**config.mk**
```make
export PLATFORM = sky130hd
export DESIGN_NAME = traffic_phase_timer_flat
export DESIGN_NICKNAME = d
export VERILOG_FILES = /design/src/rtl/traffic_phase_timer_if.sv /design/src/rtl/traffic_phase_timer.sv /design/src/flat_wrapper.sv
export SDC_FILE = /design/constraint.sdc
export NUM_CORES = 1
export LEC_CHECK = 0
export BUFFER_PORTS_ARGS = -buffer_cell sky130_fd_sc_hd__buf_2
export CAP_MARGIN = 10
export CORE_ASPECT_RATIO = 1.4
export CORE_MARGIN = 2
export CORE_UTILIZATION = 42
export DETAILED_ROUTE_END_ITERATION = 10
export GPL_TIMING_DRIVEN = 0
export PLACE_DENSITY = 0.67
export SLEW_MARGIN = 20
export SYNTH_ARGS = -nofsm -noshare
export SYNTH_HDL_FRONTEND = slang
export SYNTH_SLANG_ARGS = --single-unit
```
**constraint.sdc**
```tcl
create_clock -name CLOCK_50 -period 1.7 [get_ports CLOCK_50]
set_input_delay 0.085 -clock CLOCK_50 [delete_from_list [all_inputs] [get_ports CLOCK_50]]
set_output_delay 0.085 -clock CLOCK_50 [all_outputs]
set_load 0.05 [all_outputs]
```
**src/rtl/traffic_phase_timer_if.sv**
```systemverilog
// Signal bundle between the phase timer and its consumers (display stage, lamp drivers, bench).
// The timer sits on the slave side; whoever drives ped_req is the master.
interface traffic_phase_timer_if;
   logic       ped_req;
   logic [3:0] counter;
   logic [2:0] ns_light;
   logic [2:0] ew_light;
   logic       walk;
   logic [2:0] phase;

   modport master (
      output ped_req,
      input  counter, ns_light, ew_light, walk, phase
   );

   modport slave (
      input  ped_req,
      output counter, ns_light, ew_light, walk, phase
   );
endinterface

```
**src/rtl/traffic_phase_timer.sv**
```systemverilog
// Six-phase intersection sequencer with 1 s prescaler, per-phase countdown and pedestrian
// request handling (NS-green shortening, walk grant during EW green).
module traffic_phase_timer #(
   parameter int unsigned TICKS_PER_SEC = 50_000_000,
   parameter int unsigned GREEN_DUR     = 10,
   parameter int unsigned YELLOW_DUR    = 3,
   parameter int unsigned ALLRED_DUR    = 2,
   parameter int unsigned PED_MIN       = 3
) (
   input logic                   CLOCK_50,
   input logic                   resetn,
   traffic_phase_timer_if.slave  bus
);

   localparam int unsigned PW = (TICKS_PER_SEC > 1) ? $clog2(TICKS_PER_SEC) : 1;

   typedef enum logic [2:0] {
      StNsGreen  = 3'd0,
      StNsYellow = 3'd1,
      StAllRedA  = 3'd2,
      StEwGreen  = 3'd3,
      StEwYellow = 3'd4,
      StAllRedB  = 3'd5
   } state_e;

   logic [PW-1:0] presc_q, presc_d;
   state_e        state_q, state_d;
   logic [3:0]    cnt_q, cnt_d;
   logic          pend_q, pend_d;
   logic          walk_q, walk_d;
   logic          step;
   state_e        nxt;

   function automatic logic [3:0] dur_of(state_e s);
      logic [3:0] d;
      unique case (s)
         StNsGreen, StEwGreen:   d = 4'(GREEN_DUR);
         StNsYellow, StEwYellow: d = 4'(YELLOW_DUR);
         default:                d = 4'(ALLRED_DUR);
      endcase
      return d;
   endfunction

   assign step = (presc_q == PW'(TICKS_PER_SEC - 1));
   assign nxt  = (state_q == StAllRedB) ? StNsGreen : state_e'(state_q + 3'd1);

   always_comb begin
      presc_d = step ? '0 : presc_q + PW'(1);
      state_d = state_q;
      cnt_d   = cnt_q;
      pend_d  = pend_q | bus.ped_req;
      walk_d  = walk_q;
      if (step) begin
         if (cnt_q == 4'd1) begin
            state_d = nxt;
            cnt_d   = dur_of(nxt);
            if (state_q == StEwGreen) begin
               walk_d = 1'b0;
            end
            // Entering EW green consumes the request; a same-cycle request still counts.
            if (nxt == StEwGreen) begin
               walk_d = pend_q | bus.ped_req;
               pend_d = 1'b0;
            end
         end else if (state_q == StNsGreen && pend_q && cnt_q > 4'(PED_MIN)) begin
            cnt_d = 4'(PED_MIN);
         end else begin
            cnt_d = cnt_q - 4'd1;
         end
      end
   end

   always_ff @(posedge CLOCK_50) begin
      if (!resetn) begin
         presc_q <= '0;
         state_q <= StNsGreen;
         cnt_q   <= 4'(GREEN_DUR);
         pend_q  <= 1'b0;
         walk_q  <= 1'b0;
      end else begin
         presc_q <= presc_d;
         state_q <= state_d;
         cnt_q   <= cnt_d;
         pend_q  <= pend_d;
         walk_q  <= walk_d;
      end
   end

   // Lamps decode only from the registered state, so they cannot glitch.
   always_comb begin
      bus.ns_light = 3'b100;
      bus.ew_light = 3'b100;
      unique case (state_q)
         StNsGreen:  bus.ns_light = 3'b001;
         StNsYellow: bus.ns_light = 3'b010;
         StEwGreen:  bus.ew_light = 3'b001;
         StEwYellow: bus.ew_light = 3'b010;
         default: begin
            bus.ns_light = 3'b100;
            bus.ew_light = 3'b100;
         end
      endcase
   end

   assign bus.counter = cnt_q;
   assign bus.walk    = walk_q;
   assign bus.phase   = state_q;

endmodule

```
**src/flat_wrapper.sv**
```systemverilog
// flat-port wrapper written by rule: the top's interface ports become plain ports
module traffic_phase_timer_flat 
#(
   parameter int unsigned TICKS_PER_SEC = 50_000_000,
   parameter int unsigned GREEN_DUR     = 10,
   parameter int unsigned YELLOW_DUR    = 3,
   parameter int unsigned ALLRED_DUR    = 2,
   parameter int unsigned PED_MIN       = 3
)
  (CLOCK_50, resetn, bus_ped_req, bus_counter, bus_ns_light, bus_ew_light, bus_walk, bus_phase);
  traffic_phase_timer_if bus_i ();
  input logic CLOCK_50;
  input logic resetn;
  input wire logic [$bits(bus_i.ped_req)-1:0] bus_ped_req;
  output wire logic [$bits(bus_i.counter)-1:0] bus_counter;
  output wire logic [$bits(bus_i.ns_light)-1:0] bus_ns_light;
  output wire logic [$bits(bus_i.ew_light)-1:0] bus_ew_light;
  output wire logic [$bits(bus_i.walk)-1:0] bus_walk;
  output wire logic [$bits(bus_i.phase)-1:0] bus_phase;
  assign bus_i.ped_req = bus_ped_req;
  assign bus_counter = bus_i.counter;
  assign bus_ns_light = bus_i.ns_light;
  assign bus_ew_light = bus_i.ew_light;
  assign bus_walk = bus_i.walk;
  assign bus_phase = bus_i.phase;
  traffic_phase_timer #(.TICKS_PER_SEC(TICKS_PER_SEC), .GREEN_DUR(GREEN_DUR), .YELLOW_DUR(YELLOW_DUR), .ALLRED_DUR(ALLRED_DUR), .PED_MIN(PED_MIN)) u_core (.CLOCK_50(CLOCK_50), .resetn(resetn), .bus(bus_i));
endmodule
```
==> results of run 1 <==
-- worst min-delay path, delay by kind of cell --
kind | cells | cell delay [ps]
buf+inv | 1 | 80
compound gates | 1 | 80
simple gates | 1 | 100
-- layout make-up --
cell class                 instances  area [sq um]
fill                             408          1820
clock inverter                     2          7.51
buffer                            12           144
clock buffer                       6          72.6
sequential                        35           754
multi-input combinational        165          1270
timing repair buffer              42           288
tap                               62          77.6
inverter                           6          25.0
-- power groups by stage --
stage	registers (mW)	clock network [mW]	logic, mW
floorplan	0.842	0	0.0325
CTS	0.823	0.597	0.0578
global placement	0.844	0	0.0488
finish	0.819	0.580	0.0783
detailed placement	0.844	0	0.0485
global route	0.820	0.628	0.0850
-- flip-flops by register name, summed over array words and instances, names as in the netlist --
register and count:
u_core.presc_q 26, u_core.bus.counter 4, u_core.bus.phase 3, u_core.bus.walk 1, u_core.pend_q 1
-- final timing paths --
| check | endpoint | slack (ps) |
|---|---|---|
| worst max-delay path | u_core.presc_q[23] | -90 |
| worst min-delay path | u_core.pend_q | 80 |
| worst min register to register | u_core.presc_q[0] | 420 |
| worst max register to register | u_core.presc_q[23] | -90 |
-- per-layer routing --
layer | up-vias | wire (um) | global-route usage (%)
met1 | 899 | 2120 | 21.7
met3 | 8 | 148 | 4.03
li1 | 927 | - | -
met2 | 40 | 2710 | 33.7
met4 | 0 | 86 | 9.09
met5 | - | 0 | 0
-- placed cells by master (no fill, tap or decap), types with 3 or more instances in the layout --
cell      netlist  layout
buf_4           3      21
nor2_1         18      17
buf_2           5      17
dfxtp_2         0      16
o21ai_0        14      13
buf_6           2      13
nand4_1        11      11
nand3_1        11      10
a21oi_2         1      10
dfxtp_1        35      10
a21oi_1        19       9
xor2_1          9       9
dfxtp_4         0       9
nand2_1         8       8
o31ai_1         8       8
clkbuf_8        0       7
or3_1           7       7
inv_1           6       5
or4_1           7       5
and4_1          5       4
nand4_4         1       3
o211ai_1        3       3
and3_1          4       3
or4_4           1       3
-- kinds of logic after synthesis --
group                    Yosys count  synth area share (%)
AND/OR/NAND/NOR                   96                  32.4
flip-flops                        35                  36.6
multiplexers                       2                  1.05
AO/OA/AOI/OAI                     52                  16.7
buffers and inverters             20                  5.62
XOR/XNOR                          11                  5.03
adder cells (fa/ha/maj)            4                  2.61
-- repair_timing --
| item | 4_1_cts | 5_1_grt |
|---|---|---|
| setup buffers | 8 | 15 |
| hold endpoints to repair | 0 | 0 |
| endpoints found under the setup margin | 27 | 29 |
| hold buffers | 0 | 0 |
| cloned | 0 | 3 |
| pin swaps | 6 | 16 |
| resized for setup | 26 | 45 |
==> results.toml, run 1 <==
[yosys]
yosysMostFrequentCell = "dfxtp_1"
syn_nets = 227
synth_cell_types = 47
synth_top_area_share_pct = 36.6
syn_inst = 220
ys_top_cells_by_area = "dfxtp_1 37%, a21oi_1 5.0%, xor2_1 4.1%"
seq_area_frac_synth_pct = 36.6
synth_area_leader_cell = "dfxtp_1"
ys_async_sr_fraction_pct = 0
ys.flop_type = "dfxtp_1"
netlist_top_cells_count = "35 x dfxtp_1, 19 x a21oi_1, 18 x nor2_1"
ys_seq_elements = 35
syn_avg_cell_area_sq_um = 8.71
synth_edf_count = 0
yosys_warnings = 0
synth_area_sq_mm = 0.00192

[die]
ios = 17
die_h_um = 83.9
dieArea_sq_mm = 0.00512
start_util_pct = 42.9
core_area_sq_mm = 0.00446
die-width_um = 61.1
num_rows = 29

[final_layout]
fin_cells = 330
antenna_cells = 0
fin_util_pct = 59.1
fin_nets = 274
drive_gt1_share_pct = 45.5
syn_to_final_growth_pct = 37.8
design_area_sq_mm = 0.00264

[power]
p_comb_share_pct = 5.3
p_int_mw = 1.13
p_sw_mw = 0.347
p_leak_nw = 0.962
p_sw_share_pct = 23.5
ir_drop_uv = 391
clkPwrFrac_pct = 39.3
power.share.sequential_pct = 55.4
powerDensity_mw_per_mm2 = 560
finalPower_mw = 1.48

[global_route]
grt_pass1_wl_mm = 7.67
overflow = 0
grt_max_degree = 11
grtUsageTotal_pct = 19.5
antenna_found_initial = 0
grt_pass1_vias = 1720

[cts]
clock-root-buffer = "clkbuf_8"
cts_sinks = 35
cts-htree-levels = 2
cts_tree = "done"
cts_buffer_depth = 2
clock_latency_ps = 290
path_clk_slew_ps = 70
numCtsBuffers = 5

[status]
status = "finished with violations"
violations = "negative setup slack"

[drt]
via_per_inst = 5.68
postRouteAntennaNets = 0
wl_per_cell_um = 15.4
vias = 1874
drt_iter0_markers = 147
drc = 0
wirelength_mm = 5.07
dr.pass1.iters = 4

[critical_path]
worst-path-stages = 6
cp.required_ps = 1880
reg2reg_from = "u_core.presc_q[11]"
critical_path.max_fanout = 7
cpMaxStageDelayCell = "o21ai_4"
timing.critical_path.buf_inv = 2
crit_family = "compound AO/OA/AOI/OAI gates"
crit_path_cell_trace = "nor4b_4 > buf_4 > nand4_4 > o21ai_4 > buf_4 > o21ba_2"
critical-path-max-stage-delay_ps = 370
crit_top_cell = "buf_4"
reg2reg_depth = 6
cp-startpoint = "u_core.presc_q[11]"
worstPathArrival_ps = 1970
cp-start-kind = "register"
crit_type = "register to register"
cp-end-kind = "register"

[placement]
port_buffers = 16
dp_slack_ps = -276
place_congestion = 0.880
dpl.hpwl_mm = 3.20
placed_cells = 298
post_dp_cell_area_sq_mm = 0.00216

[timing]
final.setup.worst_slack_ps = -85.5
fin_crit_ps = 1790
rsz0062_at_grt = "yes"
relSlewSlack_pct = 72.3
finalClockSkew_ps = 8.46
timing.hold.ws_ps = 79.6
setup_viol = 12
setup_tns_ps = -174
fin_crit_sh_pct = 105
drv_slew = 0
hold_viol = 0
max_freq_mhz = 560
worstMarginPinSlew_ps = 410

[min_path]
hold_depth = 3
hold_class = "input port to register"
worstHoldStart = "bus_ped_req"

[run]
maxCapViolations = 0
Note: power is estimated with default switching activity, not from simulation.
==> inputs of run 2 (changes only) <==
Settings changed: CELL_PAD_IN_SITES_DETAIL_PLACEMENT from default to 1, CELL_PAD_IN_SITES_GLOBAL_PLACEMENT from default to 2, CORE_UTILIZATION 42 to 32, HOLD_SLACK_MARGIN from default to 0.15, PLACE_DENSITY 0.67 to 0.79.
==> results.toml, run 2 (synthesis results as in run 1) <==
[timing]
final.setup.worst_slack_ps = -43.3
drv_slew = 0
rsz0062_at_grt = "yes"
fin_crit_ps = 1740
relSlewSlack_pct = 69.6
worstMarginPinSlew_ps = 449
setup_viol = 3
finalClockSkew_ps = 7.68
setup_tns_ps = -106
fin_crit_sh_pct = 103
timing.hold.ws_ps = 160
hold_viol = 0
max_freq_mhz = 574

[placement]
placed_cells = 306
port_buffers = 16
place_congestion = 0.730
dp_slack_ps = -400
post_dp_cell_area_sq_mm = 0.00217
dpl.hpwl_mm = 3.76

[final_layout]
antenna_cells = 0
layout_common_cells = "35 x buf_4, 17 x buf_2, 15 x dfxtp_2"
design_area_sq_mm = 0.00294
drive_gt1_share_pct = 53.0
fin_util_pct = 50.4
top_register = "u_core.presc_q"
syn_to_final_growth_pct = 53.2
final_common_cell = "buf_4"
fin_cells = 353
fin_nets = 289
largest_reg_flops = 26
num-fill-cells = 664

[critical_path]
crit_path_cell_trace = "ha_1 > buf_6 > and2_4 > nand4_4 > buf_4 > or4_4 > a21oi_2"
cp-end-kind = "register"
crit_type = "register to register"
reg2reg_depth = 7
reg2reg_from = "u_core.presc_q[0]"
timing.critical_path.buf_inv = 2
reg2reg_to = "u_core.bus.counter[2]"
worstPathArrival_ps = 1970
cpMaxStageDelayCell = "or4_4"
cp.required_ps = 1930
critical-path-max-stage-delay_ps = 500
worst-path-stages = 7
cp-start-kind = "register"
critical_path.max_fanout = 3
regToRegSetupSlack_ps = -40
crit_family = "simple AND/OR/NAND/NOR gates"
endpoint = "u_core.bus.counter[2]"
cp-startpoint = "u_core.presc_q[0]"

[global_route]
grtUsageTotal_pct = 18.4
grt_pass1_vias = 1940
grt_pass1_wl_mm = 9.71
overflow = 0
antenna_found_initial = 0
grt_max_degree = 12

[status]
violations = "negative setup slack"
status = "finished with violations"

[cts]
path_clk_slew_ps = 80
clock_latency_ps = 290
cts-htree-levels = 2
cts_sinks = 35
clock-root-buffer = "clkbuf_8"
cts_buffer_depth = 2
cts_tree = "done"
numCtsBuffers = 5

[drt]
wirelength_mm = 6.27
postRouteAntennaNets = 0
drt_iter0_markers = 55
vias = 1937
via_per_inst = 5.49
dr.pass1.iters = 4
drc = 0
wl_per_cell_um = 17.8

[power]
finalPower_mw = 1.76
powerDensity_mw_per_mm2 = 600
p_leak_nw = 1.07
ir_drop_uv = 409

[die]
dieArea_sq_mm = 0.00663
ios = 17
die-width_um = 69.4
num_rows = 33
die_h_um = 95.5
start_util_pct = 32.9
core_area_sq_mm = 0.00582

[min_path]
hold_class = "input port to register"
worstHoldStart = "resetn"

[run]
maxCapViolations = 0
run 2: cell count changes in the layout (fill, tap and decap cells not counted), sizes merged:
cell and change:
clkbuf +1, clkinv -2, buf +12, dlygate4sd3 +3, bufinv +1
run 2: final cells by class:
type,instances,area [sq um],share of cell area [%]
well taps,70,87.6,2.98
plain buffers,11,136,4.65
inverters,6,25.0,0.853
flip-flops and latches,35,753,25.7
clock inverters,1,30.0,1.02
multi-input cells,165,1360,46.3
clock buffers,7,97.6,3.32
repair buffers,58,447,15.2
run 2: routing by layer:
metal	up-vias	GRT usage, %	routed length (um)
li1	943	-	-
met1	961	19.9	2450
met2	24	35.2	3570
met3	9	2.85	121
met4	0	8.17	135
met5	-	0	0
run 2: power by group:
group	internal, mW	switching (mW)
clock network	0.527	0.315
logic	0.0496	0.0524
registers	0.813	0.00505
total	1.39	0.372
run 2: how the worst min path moves through the flow:
stage | end | slack, ps | cells past startpoint
after floorplan | u_core.bus.counter[1] | 160 | 1
after global placement | u_core.pend_q | 380 | 3
after detailed placement | u_core.bus.counter[1] | 400 | 2
after CTS | u_core.presc_q[1] | 150 | 2
after global routing | u_core.presc_q[1] | 170 | 2
final | u_core.presc_q[1] | 160 | 2
run 2: worst register-to-register path: stages (launching register included):
cell	delay [ps]
dfxtp_2	350
ha_1	160
buf_6	90
and2_4	160
nand4_4	120
buf_4	180
or4_4	500
a21oi_2	140
run 2: repair_timing:
item / CTS / global route
gates cloned: 0 / 3
hold buffers: 3 / 0
buffers inserted: 12 / 24
resized for setup: 38 / 57
endpoints found under the hold margin: 4 / 0
pin swaps: 6 / 23
setup endpoints to repair: 31 / 34
